`src/rtl/addsub_arbiter_pkg.sv`:
```
// rtl/addsub_arbiter_pkg.sv - shared constants for the add/sub arbiter
package addsub_arbiter_pkg;

  localparam logic REQ_ID_0 = 1'b0;
  localparam logic REQ_ID_1 = 1'b1;
  localparam logic OP_ADD   = 1'b0;
  localparam logic OP_SUB   = 1'b1;

endpackage

```
`src/rtl/addsub_arbiter_add_sub.sv`:
```
// rtl/addsub_arbiter_add_sub.sv - N-bit adder/subtractor with signed overflow flag
module Add_Sub #(
  parameter int N = 32
) (
  input  logic [N-1:0] A,
  input  logic [N-1:0] B,
  input  logic         nAdd_Sub,
  output logic [N-1:0] S,
  output logic         OVFL
);

  logic [N-1:0] b_eff;

  // Subtract as A + ~B + 1; the carry-in rides on nAdd_Sub.
  assign b_eff = nAdd_Sub ? ~B : B;
  assign S     = A + b_eff + {{(N-1){1'b0}}, nAdd_Sub};
  assign OVFL  = (A[N-1] == b_eff[N-1]) && (S[N-1] != A[N-1]);

endmodule

```
`src/rtl/addsub_arbiter.sv`:
```
// rtl/addsub_arbiter.sv - two-requester round-robin arbiter over one shared adder/subtractor
module addsub_arbiter
  import addsub_arbiter_pkg::*;
#(
  parameter int N = 32
) (
  input  logic         i_CLK,
  input  logic         i_RSTn,
  input  logic         i_REQ0_VALID,
  output logic         o_REQ0_READY,
  input  logic [N-1:0] i_REQ0_A,
  input  logic [N-1:0] i_REQ0_B,
  input  logic         i_REQ0_SUB,
  input  logic         i_REQ1_VALID,
  output logic         o_REQ1_READY,
  input  logic [N-1:0] i_REQ1_A,
  input  logic [N-1:0] i_REQ1_B,
  input  logic         i_REQ1_SUB,
  output logic         o_RES_VALID,
  input  logic         i_RES_READY,
  output logic         o_RES_ID,
  output logic [N-1:0] o_RES_S,
  output logic         o_RES_OVFL
);

  logic         res_valid_q, res_valid_d;
  logic         res_id_q, res_id_d;
  logic [N-1:0] res_s_q, res_s_d;
  logic         res_ovfl_q, res_ovfl_d;
  logic         last_q, last_d;

  logic         slot_free;
  logic         gnt0, gnt1, accept, sel;
  logic [N-1:0] mux_a, mux_b;
  logic         mux_sub;
  logic [N-1:0] unit_s;
  logic         unit_ovfl;

  assign slot_free = !res_valid_q || i_RES_READY;

  // On a tie the requester that did not win last time is granted.
  always_comb begin
    gnt0 = 1'b0;
    gnt1 = 1'b0;
    if (i_RSTn && slot_free) begin
      if (i_REQ0_VALID && i_REQ1_VALID) begin
        gnt0 = (last_q == REQ_ID_1);
        gnt1 = (last_q == REQ_ID_0);
      end else begin
        gnt0 = i_REQ0_VALID;
        gnt1 = i_REQ1_VALID;
      end
    end
  end

  assign accept       = gnt0 || gnt1;
  assign sel          = gnt1 ? REQ_ID_1 : REQ_ID_0;
  assign o_REQ0_READY = gnt0;
  assign o_REQ1_READY = gnt1;

  assign mux_a   = sel ? i_REQ1_A   : i_REQ0_A;
  assign mux_b   = sel ? i_REQ1_B   : i_REQ0_B;
  assign mux_sub = sel ? i_REQ1_SUB : i_REQ0_SUB;

  Add_Sub #(.N(N)) u_add_sub (
    .A        (mux_a),
    .B        (mux_b),
    .nAdd_Sub (mux_sub),
    .S        (unit_s),
    .OVFL     (unit_ovfl)
  );

  always_comb begin
    res_valid_d = res_valid_q;
    res_id_d    = res_id_q;
    res_s_d     = res_s_q;
    res_ovfl_d  = res_ovfl_q;
    last_d      = last_q;
    if (accept) begin
      res_valid_d = 1'b1;
      res_id_d    = sel;
      res_s_d     = unit_s;
      res_ovfl_d  = unit_ovfl;
      last_d      = sel;
    end else if (i_RES_READY) begin
      res_valid_d = 1'b0;
    end
  end

  always_ff @(posedge i_CLK) begin
    if (!i_RSTn) begin
      res_valid_q <= 1'b0;
      res_id_q    <= REQ_ID_0;
      res_s_q     <= '0;
      res_ovfl_q  <= 1'b0;
      last_q      <= REQ_ID_1;
    end else begin
      res_valid_q <= res_valid_d;
      res_id_q    <= res_id_d;
      res_s_q     <= res_s_d;
      res_ovfl_q  <= res_ovfl_d;
      last_q      <= last_d;
    end
  end

  assign o_RES_VALID = res_valid_q;
  assign o_RES_ID    = res_id_q;
  assign o_RES_S     = res_s_q;
  assign o_RES_OVFL  = res_ovfl_q;

endmodule

```
`config.mk`:
```
export PLATFORM = sky130hd
export DESIGN_NAME = addsub_arbiter
export DESIGN_NICKNAME = d
export VERILOG_FILES = /design/src/rtl/addsub_arbiter_pkg.sv /design/src/rtl/addsub_arbiter_add_sub.sv /design/src/rtl/addsub_arbiter.sv
export SDC_FILE = /design/constraint.sdc
export NUM_CORES = 1
export LEC_CHECK = 0
export ABC_AREA = 1
export ABC_CLOCK_PERIOD_IN_PS = 4300
export CORE_AREA = 2 2 105 107
export DETAILED_ROUTE_END_ITERATION = 8
export DIE_AREA = 0 0 107 109
export PLACE_DENSITY = 0.83
export SYNTH_ARGS = -nofsm -noshare
export SYNTH_HDL_FRONTEND = slang
export SYNTH_SLANG_ARGS = --single-unit
```
`constraint.sdc`:
```
create_clock -name i_CLK -period 4.3 [get_ports i_CLK]
set_clock_uncertainty 0.2 [all_clocks]
set_input_delay 0.645 -clock i_CLK [delete_from_list [all_inputs] [get_ports i_CLK]]
set_output_delay 0.645 -clock i_CLK [all_outputs]
set_load 0.05 [all_outputs]
```
==> results of run 1 <==
worst min-delay path by stage:
stage,start,end,cells after the start
4_1_cts,o_RES_ID,o_RES_ID,2
3_5_place_dp,o_RES_ID,o_RES_ID,2
6_report,o_RES_ID,o_RES_ID,2
5_1_grt,o_RES_ID,o_RES_ID,2
3_3_place_gp,o_RES_OVFL,o_RES_OVFL,2
2_1_floorplan,last_q,last_q,2
cell type report:
class	count	area share
timing repair buffer	219	0.3279
clock buffer	5	0.01064
sequential	36	0.1114
multi-input combinational	530	0.4724
tap	140	0.02708
inverter	82	0.04759
clock inverter	3	0.002902
synth_stat cells, types with 2 or more instances:
master	count	area, µm²
sky130_fd_sc_hd__a211oi_1	2	15.01
sky130_fd_sc_hd__a21o_1	3	22.52
sky130_fd_sc_hd__a21oi_1	50	250.2
sky130_fd_sc_hd__a31oi_1	8	50.05
sky130_fd_sc_hd__buf_1	2	7.510
sky130_fd_sc_hd__clkbuf_1	18	67.56
sky130_fd_sc_hd__clkinv_1	2	7.510
sky130_fd_sc_hd__dfxtp_1	36	720.7
sky130_fd_sc_hd__ha_1	30	375.4
sky130_fd_sc_hd__inv_1	78	292.8
sky130_fd_sc_hd__inv_2	2	7.510
sky130_fd_sc_hd__mux2i_1	30	300.3
sky130_fd_sc_hd__nand2_1	171	641.9
sky130_fd_sc_hd__nand2_2	2	12.51
sky130_fd_sc_hd__nand3_1	23	115.1
sky130_fd_sc_hd__nand3b_1	2	15.01
sky130_fd_sc_hd__nand4_1	4	25.02
sky130_fd_sc_hd__nor2_1	78	292.8
sky130_fd_sc_hd__nor3_1	7	35.03
sky130_fd_sc_hd__o211ai_1	7	52.55
sky130_fd_sc_hd__o21a_1	3	22.52
sky130_fd_sc_hd__o21ai_0	40	200.2
sky130_fd_sc_hd__o21ai_1	2	10.01
sky130_fd_sc_hd__o21bai_1	2	15.01
sky130_fd_sc_hd__o221ai_1	5	43.79
sky130_fd_sc_hd__xnor2_1	10	87.58
sky130_fd_sc_hd__xor2_1	43	376.6
cell families after synthesis:
| group | synth area share |
|---|---|
| AOI/OAI and AO/OA | 0.1756 |
| muxes | 0.07218 |
| buffers and inverters | 0.09594 |
| DFF | 0.1732 |
| and+or+nand+nor | 0.2764 |
| adders and majority gates | 0.09504 |
| xor gates and xnor gates | 0.1116 |
sequential cells by signal, indices dropped and copies added (netlist names):
name,count
o_RES_ID,1
o_RES_OVFL,1
o_RES_VALID,1
o_RES_S,32
last_q,1
routing by layer:
metal  GRT usage  up-vias  share of wire
li1            -     2584              -
met1      0.3184     2123           0.47
met2      0.3749      187           0.44
met3     0.02690       19          0.062
met4     0.06308        0          0.021
met5           0        -              0
worst max-delay path, stage by stage:
cell and delay, ps:
sky130_fd_sc_hd__clkdlybuf4s50_1 510, sky130_fd_sc_hd__inv_2 60, sky130_fd_sc_hd__a21oi_4 130, sky130_fd_sc_hd__nand2_2 110
sky130_fd_sc_hd__nand2_1 90, sky130_fd_sc_hd__nand2_2 110, sky130_fd_sc_hd__buf_12 170, sky130_fd_sc_hd__buf_12 140
sky130_fd_sc_hd__buf_4 160, sky130_fd_sc_hd__xor2_1 160, sky130_fd_sc_hd__ha_1 460, sky130_fd_sc_hd__nand2_1 150
sky130_fd_sc_hd__o21ai_0 180, sky130_fd_sc_hd__inv_1 120, sky130_fd_sc_hd__o221ai_1 280, sky130_fd_sc_hd__a21oi_1 110
sky130_fd_sc_hd__nand3_1 100, sky130_fd_sc_hd__nand2_1 50, sky130_fd_sc_hd__o221ai_1 180, sky130_fd_sc_hd__inv_1 80
through the flow:
step / worst slack, ps / util / setup TNS (ps)
finish: 234.3 / 0.6100 / 0
global route: 0.3335 / 0.6100 / 0
floorplan: 355.3 / - / 0
CTS: 226.5 / 0.6082 / 0
global placement: 58.17 / 0.6000 / 0
detailed placement: -67.80 / 0.6000 / -136.0
power breakdown:
part           switching [mW]  total (mW)  internal [mW]
sequential             0.0246       0.403          0.379
combinational           0.784        1.37          0.583
clock                   0.128       0.241          0.113
total                   0.937        2.01           1.07
repair_timing:
action | 4_1_cts | 5_1_grt
setup buffers | 0 | 0
setup endpoints to repair | 0 | 5
gates resized for setup | 0 | 5
hold endpoints to repair | 0 | 0
==> impl_metrics.ini, run 1 <==
[route]
route.final.wire_length_mm = 13.22
drt_pass1_iterations = 5
drt-initial-drc-count = 221
detailroute.via_count = 4913
detailed_route_drc_error_count = 0
ant_nets = 0
post_drt_wl_per_cell_um = 13.03
average_via_count_per_standard_cell = 4.840

[global_route]
grt_start_max_net_pins = 39
grt_usage = 0.2289
global_route_wire_length_before_repair_mm = 21.69
overflow = 0
via_count_of_the_first_global_routing_pass = 4622
antenna_violations_before_repair = 0

[cells_and_area]
sequential_cell_area_um2 = 720.7
layout_commonest_cell = sky130_fd_sc_hd__nand2_1
final-instance-count-excl-fill = 1015
multi_input_comb_area_um2 = 3055
share_of_layout_cells_above_drive_strength_1 = 0.08000
syn_to_final_growth_pct = 55.46
final.fill_count = 1001
commonest_non_fill_non_tap_cells_in_the_layout = 171 x sky130_fd_sc_hd__nand2_1, 169 x sky130_fd_sc_hd__clkdlybuf4s50_1, 78 x sky130_fd_sc_hd__inv_1, 78 x sky130_fd_sc_hd__nor2_1, 46 x sky130_fd_sc_hd__a21oi_1
total_number_of_nets_in_the_final_design = 1040
antenna_cells = 0
post_route_standard_cell_area_excluding_fillers_um2 = 6467

[synth]
syn_area_per_cell_um2 = 6.209
ys_seq_elements = 36
yosysWarnings = 0
seq_area_frac_synth = 0.1732
fraction_of_registers_with_async_set_reset = 0
synth.net_count = 836
cells_after_synthesis = 670
ys.flop_type = sky130_fd_sc_hd__dfxtp_1
syn-cell-area_um2 = 4160
synthDistinctLibCells = 37
synth-edff-count = 0

[worst_setup_path]
setup.worst_path.start_class = input pin
critPathLaunch = i_RSTn
setup.worst_path.end_class = register
crit_path_max_fanout = 11
cp_data_required_time_ps = 4270
cell_depth_of_the_worst_flop_to_flop_path = 18
timing.rr.start = o_RES_VALID
timing.rr.end = o_RES_S[30]
critPathCapture = o_RES_S[30]
r2r_setup_slack_ps = 770
cp.arrival_ps = 4040
critical_setup_path_kind = input pin to register

[sta]
final-setup-viol-count = 0
max_slew.worst_pin.slew_ps = 1067
timing.final.max_slew_violations = 0
final_period_minus_worst_setup_slack_ps = 4066
finalHoldViolations = 0
fmax_mhz = 246.0
setup_repair_after_global_routing_missed_its_margin = false
timing.final.crit_share = 0.9455
slew_headroom = 0.2840
hold_ws_ps = 269.0

[clock_tree]
root_buffer = sky130_fd_sc_hd__clkbuf_8
cts_tree = done
insertion_delay_ps = 290
clock_sink_count = 36
htree_levels = 2
number_of_buffers_created_by_cts = 5
postCtsHoldBufs = 0
cts-root-to-sink-buffers = 2
clock_pin_slew_worst_setup_and_hold_paths_ps = 80

[placement]
post-place-cells = 1007
detailedPlacementHpwl_mm = 11.30
finalWeightedCongestion = 1.039
dpl-instance-area_um2 = 6361
portBuffers = 171

[die]
boundaryPins = 172
placementRows = 38
die_height_um = 109
die_w_um = 107
floorplan.core_area_um2 = 10600
fp.dieArea_um2 = 11660
initial_core_util = 0.3924

[pwr]
power_per_cell_area_nw_per_um2 = 310.9
design_power_total_mw = 2.011
power.ir.vdd_worst_mv = 0.2411
leakage_power_nw = 3.297

[job]
cap_violations = 0

[min_path]
hp-class = register to register

[run_status]
outcome = finished clean
(Power assumes the default switching activity.)
==> run 2, diff against run 1 <==
ABC_AREA = unset   (was 1)
CORE_AREA = 2 2 104 106   (was 2 2 105 107)
DIE_AREA = 0 0 106 108   (was 0 0 107 109)
==> run 2 against run 1 <==
Synthesized cell count down 18%; count of clock-buffer cells in the layout up 1; register-to-register slack worse by 280 ps; power grew 11%; largest cell class unchanged.
==> impl_metrics.ini, run 2 <==
[synth]
syn-cell-area_um2 = 4044
seq_area_frac_synth = 0.1782
synth.net_count = 718
yosysWarnings = 0
fraction_of_registers_with_async_set_reset = 0
yosysTopAreaCellShare = 0.1782
ys_top_cells_by_count = 131 x sky130_fd_sc_hd__nand2_1, 45 x sky130_fd_sc_hd__xor2_1, 38 x sky130_fd_sc_hd__mux2i_1
synth-edff-count = 0
ys_seq_elements = 36
yosys_top_cell_by_area = sky130_fd_sc_hd__dfxtp_1
leading_cell_types_by_total_area_after_synthesis = sky130_fd_sc_hd__dfxtp_1 18%, sky130_fd_sc_hd__nand2_1 12%, sky130_fd_sc_hd__xor2_1 9.7%
synthDistinctLibCells = 55
syn_area_per_cell_um2 = 7.326
cell_with_the_most_instances_after_synthesis = sky130_fd_sc_hd__nand2_1
cells_after_synthesis = 552
ys.flop_type = sky130_fd_sc_hd__dfxtp_1

[die]
boundaryPins = 172
floorplan.core_area_um2 = 10230
die_w_um = 106
placementRows = 37
initial_core_util = 0.3953
fp.dieArea_um2 = 11450
die_height_um = 108

[placement]
finalWeightedCongestion = 1.004
placement.setup.worst_slack_ps = -296.1
portBuffers = 171
detailedPlacementHpwl_mm = 10.98

[worst_setup_path]
timing.rr.start = last_q
setup.worst_path.start_class = input pin
r2r_setup_slack_ps = 490
critPathCapture = o_RES_S[20]
cp_data_required_time_ps = 4270
crit_path_max_fanout = 6
critical_setup_path_kind = input pin to register
timing.rr.end = o_RES_S[20]
setup.worst_path.end_class = register
cp.arrival_ps = 3950
cell_depth_of_the_worst_flop_to_flop_path = 16
critPathLaunch = i_REQ0_SUB

[sta]
finalHoldViolations = 0
timing.final.max_slew_violations = 0
setup_repair_after_global_routing_missed_its_margin = false
timing.final.crit_share = 0.9255
slew_headroom = 0.6095
fmax_mhz = 251.3
max_slew.worst_pin.slew_ps = 583.9
final-setup-viol-count = 0
final_period_minus_worst_setup_slack_ps = 3980
worst_slack_ps = 320.4

[job]
cap_violations = 0

[route]
detailroute.via_count = 4836
routedLengthMet1_mm = 5.399
ant_nets = 0
post_drt_wl_per_cell_um = 15.05
top_layer_used = met4
drt_pass1_iterations = 4
detailed_route_drc_error_count = 0
average_via_count_per_standard_cell = 5.172
drt-initial-drc-count = 217
wl_met2_mm = 7.398
dr_wl_met3_um = 884
route.final.wire_length_mm = 14.07

[cells_and_area]
largest_register_ff_count = 32
share_of_layout_cells_above_drive_strength_1 = 0.1865
layout_commonest_cell = sky130_fd_sc_hd__clkdlybuf4s50_1
antenna_cells = 0
commonest_non_fill_non_tap_cells_in_the_layout = 165 x sky130_fd_sc_hd__clkdlybuf4s50_1, 130 x sky130_fd_sc_hd__nand2_1, 95 x sky130_fd_sc_hd__buf_4, 43 x sky130_fd_sc_hd__xor2_1, 36 x sky130_fd_sc_hd__dfxtp_1
final.fill_count = 803
syn_to_final_growth_pct = 69.99
sequential_cell_area_um2 = 720.7
final_core_utilization = 0.6719
multi_input_comb_area_um2 = 3336
total_number_of_nets_in_the_final_design = 965

[global_route]
antenna_violations_before_repair = 0
overflow = 0
via_count_of_the_first_global_routing_pass = 4950
global_route_wire_length_before_repair_mm = 21.67
grt_usage = 0.2279
grt_start_max_net_pins = 42

[clock_tree]
clock_pin_slew_worst_setup_and_hold_paths_ps = 70
insertion_delay_ps = 280
cts_tree = done
root_buffer = sky130_fd_sc_hd__clkbuf_8
cts-root-to-sink-buffers = 2
htree_levels = 2
clock_sink_count = 36
number_of_buffers_created_by_cts = 5

[min_path]
hold_depth = 2
hp-class = register to register

[pwr]
power.ir.vdd_worst_mv = 0.1765
power_per_cell_area_nw_per_um2 = 324.0
leakage_power_nw = 3.201

[run_status]
outcome = finished clean
run 2: critical path: stages:
cell and delay (ps):
sky130_fd_sc_hd__clkdlybuf4s50_1 550, sky130_fd_sc_hd__mux2i_4 100, sky130_fd_sc_hd__buf_4 150, sky130_fd_sc_hd__buf_12 130
sky130_fd_sc_hd__xor2_1 160, sky130_fd_sc_hd__ha_1 340, sky130_fd_sc_hd__a21o_1 180, sky130_fd_sc_hd__a21oi_2 200
sky130_fd_sc_hd__o21ai_2 110, sky130_fd_sc_hd__a211oi_4 350, sky130_fd_sc_hd__nor2_2 80, sky130_fd_sc_hd__o41ai_2 360
sky130_fd_sc_hd__o21ai_1 130, sky130_fd_sc_hd__and4b_1 210, sky130_fd_sc_hd__a311o_1 260
run 2: routing by layer:
| metal | track usage | vias up |
|---|---|---|
| met4 | 0.07237 | 0 |
| met2 | 0.4613 | 183 |
| met3 | 0.03195 | 35 |
| met1 | 0.2407 | 2211 |
| li1 | - | 2407 |
| met5 | 0 | - |
run 2: layout make-up:
cell class / instances / share of cell area
clock buffers: 6 / 0.01056
multi-input cells: 476 / 0.4853
flip-flops and latches: 36 / 0.1048
clock inverters: 1 / 0.0007281
well taps: 136 / 0.02475
repair buffers: 272 / 0.3695
inverters: 8 / 0.004368
run 2: worst min-delay path by stage:
| stage | end | slack (ps) | startpoint |
|---|---|---|---|
| 6_report | o_RES_S[28] | 260 | o_RES_S[28] |
| 5_1_grt | o_RES_ID | 290 | o_RES_ID |
| 4_1_cts | o_RES_S[28] | 260 | o_RES_S[28] |
| 3_5_place_dp | o_RES_S[28] | 250 | o_RES_S[28] |
| 3_3_place_gp | o_RES_S[28] | 250 | o_RES_S[28] |
| 2_1_floorplan | last_q | 310 | last_q |
run 2: metrics by stage:
stage	area, µm²	total power [mW]	instances	TNS [ps]	hold slack, ps
finish	6874	2.227	935	0	257.1
CTS	6571	2.114	922	0	260.8
global placement	6479	1.825	915	-977.3	249.1
floorplan	4046	1.300	552	0	306.6
global route	6874	2.363	935	0	291.5
detailed placement	6479	1.875	915	-2135	250.4
run 2: timing repair:
item	CTS	global route
endpoints found under the setup margin	1	16
resized for setup	2	38
setup buffers	0	12
cloned	0	1
endpoints found under the hold margin	0	0
pin swaps	0	18
hold buffers	0	0
run 2: power breakdown:
part	leakage, nW	internal [mW]	total [mW]	switching (mW)
Clock	0.0410	0.110	0.231	0.121
Sequential	0.297	0.391	0.422	0.0308
Combinational	2.86	0.745	1.57	0.829
run 2: kinds of logic after synthesis:
kind of cell	Yosys count	share of synthesized area
adders and majority gates	31	0.09777
AOI/OAI and AO/OA	128	0.2033
muxes	38	0.09406
xor gates and xnor gates	61	0.1321
DFF	36	0.1782
buffers and inverters	40	0.04703
and+or+nand+nor	218	0.2475
